### config.mk
export PLATFORM = sky130hd
export DESIGN_NAME = arb_2to1
export DESIGN_NICKNAME = d
export VERILOG_FILES = /design/src/rtl/arb_2to1.sv
export SDC_FILE = /design/constraint.sdc
export NUM_CORES = 1
export LEC_CHECK = 0
export CAP_MARGIN = 10
export CORE_AREA = 2 2 51 53
export DETAILED_ROUTE_END_ITERATION = 10
export DIE_AREA = 0 0 53 55
export GPL_ROUTABILITY_DRIVEN = 0
export PLACE_DENSITY = 0.79
export SETUP_SLACK_MARGIN = 0.5
export SLEW_MARGIN = 20
export SYNTH_ARGS = -nofsm -noshare
export SYNTH_HDL_FRONTEND = slang
export SYNTH_SLANG_ARGS = --single-unit
### constraint.sdc
create_clock -name clk -period 1.65 [get_ports clk]
set_input_delay 0.4125 -clock clk [delete_from_list [all_inputs] [get_ports clk]]
set_output_delay 0.4125 -clock clk [all_outputs]
set_load 0.005 [all_outputs]
### src/rtl/arb_2to1.sv
// Two-requester round-robin arbiter that feeds a one-word registered output stage.
// Optional feature: define ARB_2TO1_LOCK_EN to add lock0/lock1, which hold a grant across words.
module arb_2to1 #(
  parameter int unsigned n = 8
) (
  input  logic         clk,
  input  logic         rst,
  input  logic         en,
  input  logic         req0,
  input  logic         req1,
  input  logic [n-1:0] q0,
  input  logic [n-1:0] q1,
`ifdef ARB_2TO1_LOCK_EN
  input  logic         lock0,
  input  logic         lock1,
`endif
  output logic         ack0,
  output logic         ack1,
  output logic         sel,
  output logic         gnt,
  output logic [n-1:0] d,
  output logic         d_valid,
  input  logic         d_ready
);

  typedef enum logic [1:0] {StIdle, StGrant0, StGrant1} state_e;

  state_e       state_q, state_d;
  logic         last_q, last_d;
  logic [n-1:0] d_q, d_d;
  logic         valid_q, valid_d;
  logic         space;
  logic         hold0, hold1;

`ifdef ARB_2TO1_LOCK_EN
  assign hold0 = lock0;
  assign hold1 = lock1;
`else
  assign hold0 = 1'b0;
  assign hold1 = 1'b0;
`endif

  // The output register can accept a word if it is empty or being drained this cycle.
  assign space = !valid_q || d_ready;

  always_ff @(posedge clk or negedge rst) begin
    if (!rst) begin
      state_q <= StIdle;
    end else begin
      state_q <= state_d;
    end
  end

  always_comb begin
    state_d = state_q;
    unique case (state_q)
      StIdle: begin
        if (en) begin
          if (req0 && req1) begin
            state_d = last_q ? StGrant0 : StGrant1;
          end else if (req0) begin
            state_d = StGrant0;
          end else if (req1) begin
            state_d = StGrant1;
          end
        end
      end
      StGrant0: begin
        if (!req0 || (ack0 && !hold0)) begin
          state_d = StIdle;
        end
      end
      StGrant1: begin
        if (!req1 || (ack1 && !hold1)) begin
          state_d = StIdle;
        end
      end
      default: state_d = StIdle;
    endcase
  end

  always_comb begin
    gnt  = 1'b0;
    sel  = 1'b0;
    ack0 = 1'b0;
    ack1 = 1'b0;
    unique case (state_q)
      StGrant0: begin
        gnt  = 1'b1;
        ack0 = req0 && space;
      end
      StGrant1: begin
        gnt  = 1'b1;
        sel  = 1'b1;
        ack1 = req1 && space;
      end
      default: ;
    endcase
  end

  always_ff @(posedge clk or negedge rst) begin
    if (!rst) begin
      last_q  <= 1'b1;
      d_q     <= '0;
      valid_q <= 1'b0;
    end else begin
      last_q  <= last_d;
      d_q     <= d_d;
      valid_q <= valid_d;
    end
  end

  // An accepted word overrides a same-cycle drain, so d_valid stays high with the new word.
  always_comb begin
    d_d     = d_q;
    valid_d = valid_q;
    last_d  = last_q;
    if (ack0) begin
      d_d     = q0;
      valid_d = 1'b1;
      last_d  = 1'b0;
    end else if (ack1) begin
      d_d     = q1;
      valid_d = 1'b1;
      last_d  = 1'b1;
    end else if (valid_q && d_ready) begin
      valid_d = 1'b0;
    end
  end

  assign d       = d_q;
  assign d_valid = valid_q;

endmodule

==> impl_metrics.csv, run 1 <==
group,metric,value,unit
global_route,grtUsageTotal,0.1485,
worst_hold_path,hp-class,"input pin to asynchronous set/reset pin",
clock_network,cts_tree,"yes",
synth,yosys-top-cells-area,"dfrtp_1, o2111ai_1, o21ai_2",
timing,layout_setup_ws,-0.04377,ns
timing,timing.fmax,590.4,MHz
setup_path,cp.required,1.24,ns
place,portBuffers,34,
setup_path,start_kind,"flip-flop",
setup_path,path_delay_family,"flip-flops",
global_route,grt_pass1_vias,691,
die,ios,35,
setup_path,worst_setup_path_end_kind,"primary output",
route,drtIter0Drc,7,
global_route,overflow,0,
synth,synth-seq-cells,12,
route,drc,0,
synth,netlist.area_leader.share,0.3648,
setup_path,worst-path-max-fanout,2,
timing,finalSetupTns,-0.1042,ns
route,vias_per_cell,4.799,
synth,netlist_top_cells_count,"dfrtp_1, inv_1, nand3b_1, o2111ai_1, o21ai_2",
die,core_area,0.002365,mm^2
route,drt_wl_total,2034,um
setup_path,crit_top_cell,"and2_4",
power,p_leak,0.6039,nW
synth,ys_seq_area_frac,0.3997,
clock_network,insertion_delay,0.27,ns
synth,synthDistinctLibCells,22,
die,die_h,55,um
outcome,violations,"setup timing",
setup_path,cp_cell_sequence,"inv_2 > ha_4 > and2_4 > and2_4 > buf_6",
place,dpl_cell_area,0.001186,mm^2
clock_network,path_clk_slew,0.07,ns
setup_path,crit_type,"flip-flop to primary output",
timing,final.period_utilization,1.027,
timing,rsz0062_at_grt,"yes",
place,dpl.hpwl,1539,um
die,rows,18,
cells_and_area,final_nets,150,
die,die_w,53,um
setup_path,crit_slowest_cell,"dfrtp_1",
route,ant_nets,0,
timing,maxSlewViolCount,0,
cells_and_area,n_antenna_cell,0,
synth,async_flop_share,1.000,
clock_network,cts-buffers-inserted,3,
timing,finalSetupViolations,4,
synth,synth_edf_count,0,
route,wl_per_cell,13.21,um
synth,yosys_warnings,0,
clock_network,clockBufferDepth,2,
timing,min_period,1.694,ns
synth,syn_nets,96,
timing,finalClockSkew,0.006834,ns
synth,syn_area_per_cell,10.63,um^2
setup_path,cp.arrival,1.28,ns
die,die-area,0.002915,mm^2
outcome,status,"finished, violations left",
clock_network,cts_sinks,12,
synth,synth_ff_type,"dfrtp_1",
die,start_util,0.3190,
clock_network,cts-htree-levels,1,
cells_and_area,synthToLayoutAreaGrowth,78.11,%
global_route,antenna_found_initial,0,
synth,syn-cell-area,754.5,um^2
route,first_pass_iters,4,
setup_path,cpPeakStageDelay,0.39,ns
setup_path,path_buf_inv,2,
cells_and_area,final_area,0.001344,mm^2
timing,final_hold_viol_count,0,
power,ir_drop,0.7714,mV
global_route,grt_max_degree,13,
timing,worstMarginPinSlew,0.5365,ns
clock_network,root_buffer,"clkbuf_4",
global_route,grt_pass1_wl,3042,um
flow_run,max-cap-violations,0,
synth,syn_inst,71,
timing,maxSlewHeadroom,0.6412,
power,pwr_density_cell,1603,mW/mm^2
synth,netlist.top_cell.by_area,"dfrtp_1",
cells_and_area,drive_gt1_frac,0.4919,
route,vias,739,
worst paths after layout:
check / end / start / depth (start not counted) / slack (ns)
hold / removal: d[2] / rst / 1 / 0.49
hold reg to reg: last_q / last_q / 1 / 0.52
setup reg to reg: state_q[1] / state_q[1] / 6 / -0.04
setup / recovery: ack0 / state_q[1] / 5 / -0.04
min in group clk: last_q / last_q / 1 / 0.52
max in group asynchronous: last_q / rst / 1 / 0.79
registers in the layout (all words and copies together) (netlist names):
signal,count
d,8
state_q,2
d_valid,1
last_q,1
where the power goes:
group	switching (mW)	leakage, nW	internal, mW
sequential	0.0902	0.147	0.450
clock	0.0937	0.0150	0.0937
combinational	0.566	0.442	0.860
cells by family after synthesis:
logic type	share of synthesized area
compound gates	0.2587
fa+ha+maj	0.04976
buf+inv	0.1144
flops	0.3997
mux	0.02819
simple gates	0.1493
placed cells by master, fill, tap and decap left out:
cell	Yosys	final
clkbuf_4	0	3
nand3b_1	8	8
a22o_4	1	1
buf_2	0	8
nand2b_4	0	2
inv_2	0	2
mux2_4	0	1
o21ai_2	8	8
nand2b_1	3	1
a32oi_2	1	1
a21boi_0	1	1
nand3_1	1	1
and2_4	1	3
clkbuf_1	3	1
o2111ai_1	8	8
ha_4	0	3
buf_4	0	11
buf_6	3	15
inv_1	11	9
dfrtp_1	11	11
o21ai_0	1	1
mux2i_1	1	1
clkdlybuf4s50_1	0	19
and3_4	0	1
dfstp_2	1	1
a2bb2oi_2	0	1
dlygate4sd2_1	0	2
timing repair:
action / 4_1_cts / 5_1_grt
gates cloned: 0 / 1
resized for setup: 76 / 5
pin swaps: 3 / 2
setup endpoints to repair: 25 / 25
setup buffers: 5 / 4
hold buffers: 0 / 0
routing by layer:
| metal | share of wire | up-vias | GRT usage |
|---|---|---|---|
| li1 | - | 361 | - |
| met1 | 0.39 | 359 | 0.1658 |
| met2 | 0.56 | 17 | 0.2729 |
| met3 | 0.034 | 2 | 0.03226 |
| met4 | 0.013 | 0 | 0.06410 |
| met5 | 0 | - | 0 |
through the flow:
step / power (mW) / hold slack, ns / utilization / instances / setup WS [ns]
CTS: 2.063 / 0.5021 / 0.5460 / 149 / -0.04412
global route: 2.312 / 0.5285 / 0.5683 / 154 / -0.09426
floorplan: 1.172 / 0.1169 / - / 71 / 0.07447
finish: 2.155 / 0.4862 / 0.5683 / 154 / -0.04377
global placement: 1.657 / 0.5106 / 0.5016 / 140 / -0.4500
detailed placement: 1.693 / 0.5126 / 0.5016 / 140 / -0.4734
final cells by class:
type,instances,area (um^2)
Tap cell,30,37.54
Timing Repair Buffer,55,499.2
Inverter,11,41.29
Multi-Input combinational cell,42,437.9
Sequential cell,12,301.5
Clock buffer,4,26.28
Fill cell,204,1021
(Power assumes the default switching activity.)
==> run 2, diff against run 1 <==
Settings changed: ABC_AREA set to 1, GPL_ROUTABILITY_DRIVEN 0 to not set, PLACE_DENSITY 0.79 to 0.78.
==> run 2 against run 1 <==
Compared with the run above: the flow still finishes with violations (setup timing); clock skew is essentially flat; sequential share of layout area is 1.6 points lower; largest cell class unchanged; synthesized cell count up 42%; total power rose by 5.6%; final area increased by 7.9%; die area is the same; hold slack worse by 0.056 ns; area after synthesis down 3.2%.
==> impl_metrics.csv, run 2 <==
group,metric,value,unit
clock_network,holdBufCountCts,0,
cells_and_area,final_cell_mix,"nand2_1, clkdlybuf4s50_1, buf_4, inv_1, buf_6",
timing,finalClockSkew,0.006758,ns
cells_and_area,drive_gt1_frac,0.3916,
synth,synth_mux_area_frac,0,
synth,ys_seq_area_frac,0.4127,
route,vias,870,
timing,final.period_utilization,1.051,
flow_run,max-cap-violations,0,
setup_path,crit_top_cell,"buf_6",
synth,syn_area_per_cell,7.235,um^2
setup_path,worst_setup_path_end_kind,"primary output",
synth,netlist.top_cell.by_area,"dfrtp_1",
clock_network,clockBufferDepth,2,
timing,maxSlewViolCount,0,
cells_and_area,largest_reg_flops,8,
timing,rsz0062_at_grt,"yes",
timing,layout_setup_ws,-0.08437,ns
cells_and_area,n_antenna_cell,0,
timing,finalSetupViolations,11,
route,wl_per_cell,12.65,um
global_route,grt_max_degree,13,
synth,synth_compound_area_frac,0.01370,
timing,finalSetupTns,-0.2927,ns
synth,synth.most_common_cell,"nand2_1",
power,ir_drop,0.9606,mV
global_route,antenna_found_initial,0,
clock_network,cts-buffers-inserted,3,
synth,netlist_top_cells_count,"nand2_1, inv_1, dfrtp_1",
synth,netlist.area_leader.share,0.3767,
place,dp_cells,175,
timing,maxSlewHeadroom,0.7979,
synth,synth-xor-area-share,0,
clock_network,cts_tree,"yes",
synth,synthSimpleGateAreaFrac,0.4058,
setup_path,cp.required,1.24,ns
cells_and_area,instances_no_fill,196,
synth,async_flop_share,1.000,
place,place_congestion,0.7516,
place,portBuffers,34,
clock_network,path_clk_slew,0.08,ns
power,p_leak,0.7956,nW
place,post-place-ws,-0.3686,ns
global_route,grt_pass1_wl,4002,um
synth,synth_ff_type,"dfrtp_1",
power,pwr_density_cell,1569,mW/mm^2
synth,synthDistinctLibCells,16,
setup_path,worst-path-max-fanout,2,
setup_path,cp_cell_sequence,"buf_6 > buf_6 > ha_4 > nand2_4 > nor2_4 > buf_2",
synth,synth_edf_count,0,
setup_path,cpPeakStageDelay,0.41,ns
worst_hold_path,hp-class,"input pin to asynchronous set/reset pin",
die,die_h,55,um
setup_path,crit_type,"flip-flop to primary output",
synth,synth-seq-cells,12,
die,die_w,53,um
die,die-area,0.002915,mm^2
synth,syn-cell-area,730.7,um^2
synth,yosys_warnings,0,
route,drc,0,
route,drtIter0Drc,10,
cells_and_area,synthToLayoutAreaGrowth,98.46,%
die,core_area,0.002365,mm^2
setup_path,start_kind,"flip-flop",
global_route,overflow,0,
route,drt_wl_total,2480,um
place,dpl.hpwl,1522,um
synth,synthAdderAreaFrac,0.05137,
timing,final_hold_viol_count,0,
clock_network,cts_sinks,12,
timing,min_period,1.734,ns
outcome,violations,"setup timing",
die,start_util,0.3090,
cells_and_area,final_nets,192,
synth,synth_top_family_by_area,"simple AND/OR/NAND/NOR gates",
die,rows,18,
route,vias_per_cell,4.439,
timing,worstMarginPinSlew,0.3020,ns
route,ant_nets,0,
setup_path,cp.arrival,1.32,ns
route,first_pass_iters,6,
synth,syn_nets,126,
die,ios,35,
clock_network,insertion_delay,0.27,ns
timing,timing.fmax,576.6,MHz
clock_network,cts-htree-levels,1,
setup_path,crit_slowest_cell,"dfrtp_1",
clock_network,root_buffer,"clkbuf_4",
synth,syn_inst,101,
setup_path,r2r_cells,10,
global_route,grt_pass1_vias,943,
cells_and_area,layout_commonest_cell,"nand2_1",
synth,yosys-top-cells-area,"dfrtp_1, nand2_1, inv_1",
global_route,grtUsageTotal,0.1920,
outcome,status,"finished, violations left",
==> run 2: metal layers <==
| layer | global-route usage | up-vias | part of all wire |
|---|---|---|---|
| li1 | - | 428 | - |
| met1 | 0.2083 | 403 | 0.39 |
| met2 | 0.3729 | 35 | 0.55 |
| met3 | 0.03226 | 4 | 0.048 |
| met4 | 0.07265 | 0 | 0.013 |
| met5 | 0 | - | 0 |
==> run 2: per-stage QoR <==
stage / power [mW] / area [um^2] / utilization / hold WS [ns]
3_5_place_dp: 1.561 / 1192 / 0.5042 / 0.4694
5_1_grt: 2.452 / 1450 / 0.6132 / 0.4572
6_report: 2.275 / 1450 / 0.6132 / 0.4298
3_3_place_gp: 1.534 / 1192 / 0.5042 / 0.4678
4_1_cts: 2.117 / 1383 / 0.5847 / 0.4397
2_1_floorplan: 1.001 / 743.2 / - / 0.1169
==> run 2: kinds of logic after synthesis <==
family,Yosys count
AOI/OAI and AO/OA,2
adders and majority gates,3
buffers and inverters,20
DFF,12
and+or+nand+nor,64
==> run 2: layout make-up <==
cell class / instances / area (um^2)
flip-flops and latches: 12 / 301.5
multi-input cells: 69 / 426.7
clock buffers: 4 / 36.28
inverters: 19 / 91.34
well taps: 30 / 37.54
repair buffers: 62 / 556.8
fillers: 199 / 914.6
==> run 2: path summary, 6_finish.rpt <==
check	from	to	slack (ns)
worst max register to register	state_q[1]	d[1]	-0.03
min in group clk	d[4]	d[4]	0.48
worst max-delay path	state_q[0]	ack0	-0.08
worst min-delay path	rst	d[4]	0.43
max in group asynchronous	rst	last_q	0.99
worst min register to register	d[4]	d[4]	0.48
==> run 2: what timing repair did <==
item,CTS,global route
resized for setup,77,9
setup endpoints to repair,25,25
setup buffers,13,4
pin swaps,6,6
==> run 2: critical path: cells and delay by family (launching register included) <==
family                   cells  cell delay (ns)
AND/OR/NAND/NOR              2             0.10
adder cells (fa/ha/maj)      1             0.16
buffers and inverters        3             0.37
flip-flops                   1             0.41
==> run 2: where the power goes <==
| part | leakage (nW) | switching [mW] | internal (mW) |
|---|---|---|---|
| sequential | 0.149 | 0.0896 | 0.449 |
| combinational | 0.626 | 0.674 | 0.825 |
| clock | 0.0210 | 0.104 | 0.134 |
| total | 0.796 | 0.868 | 1.41 |
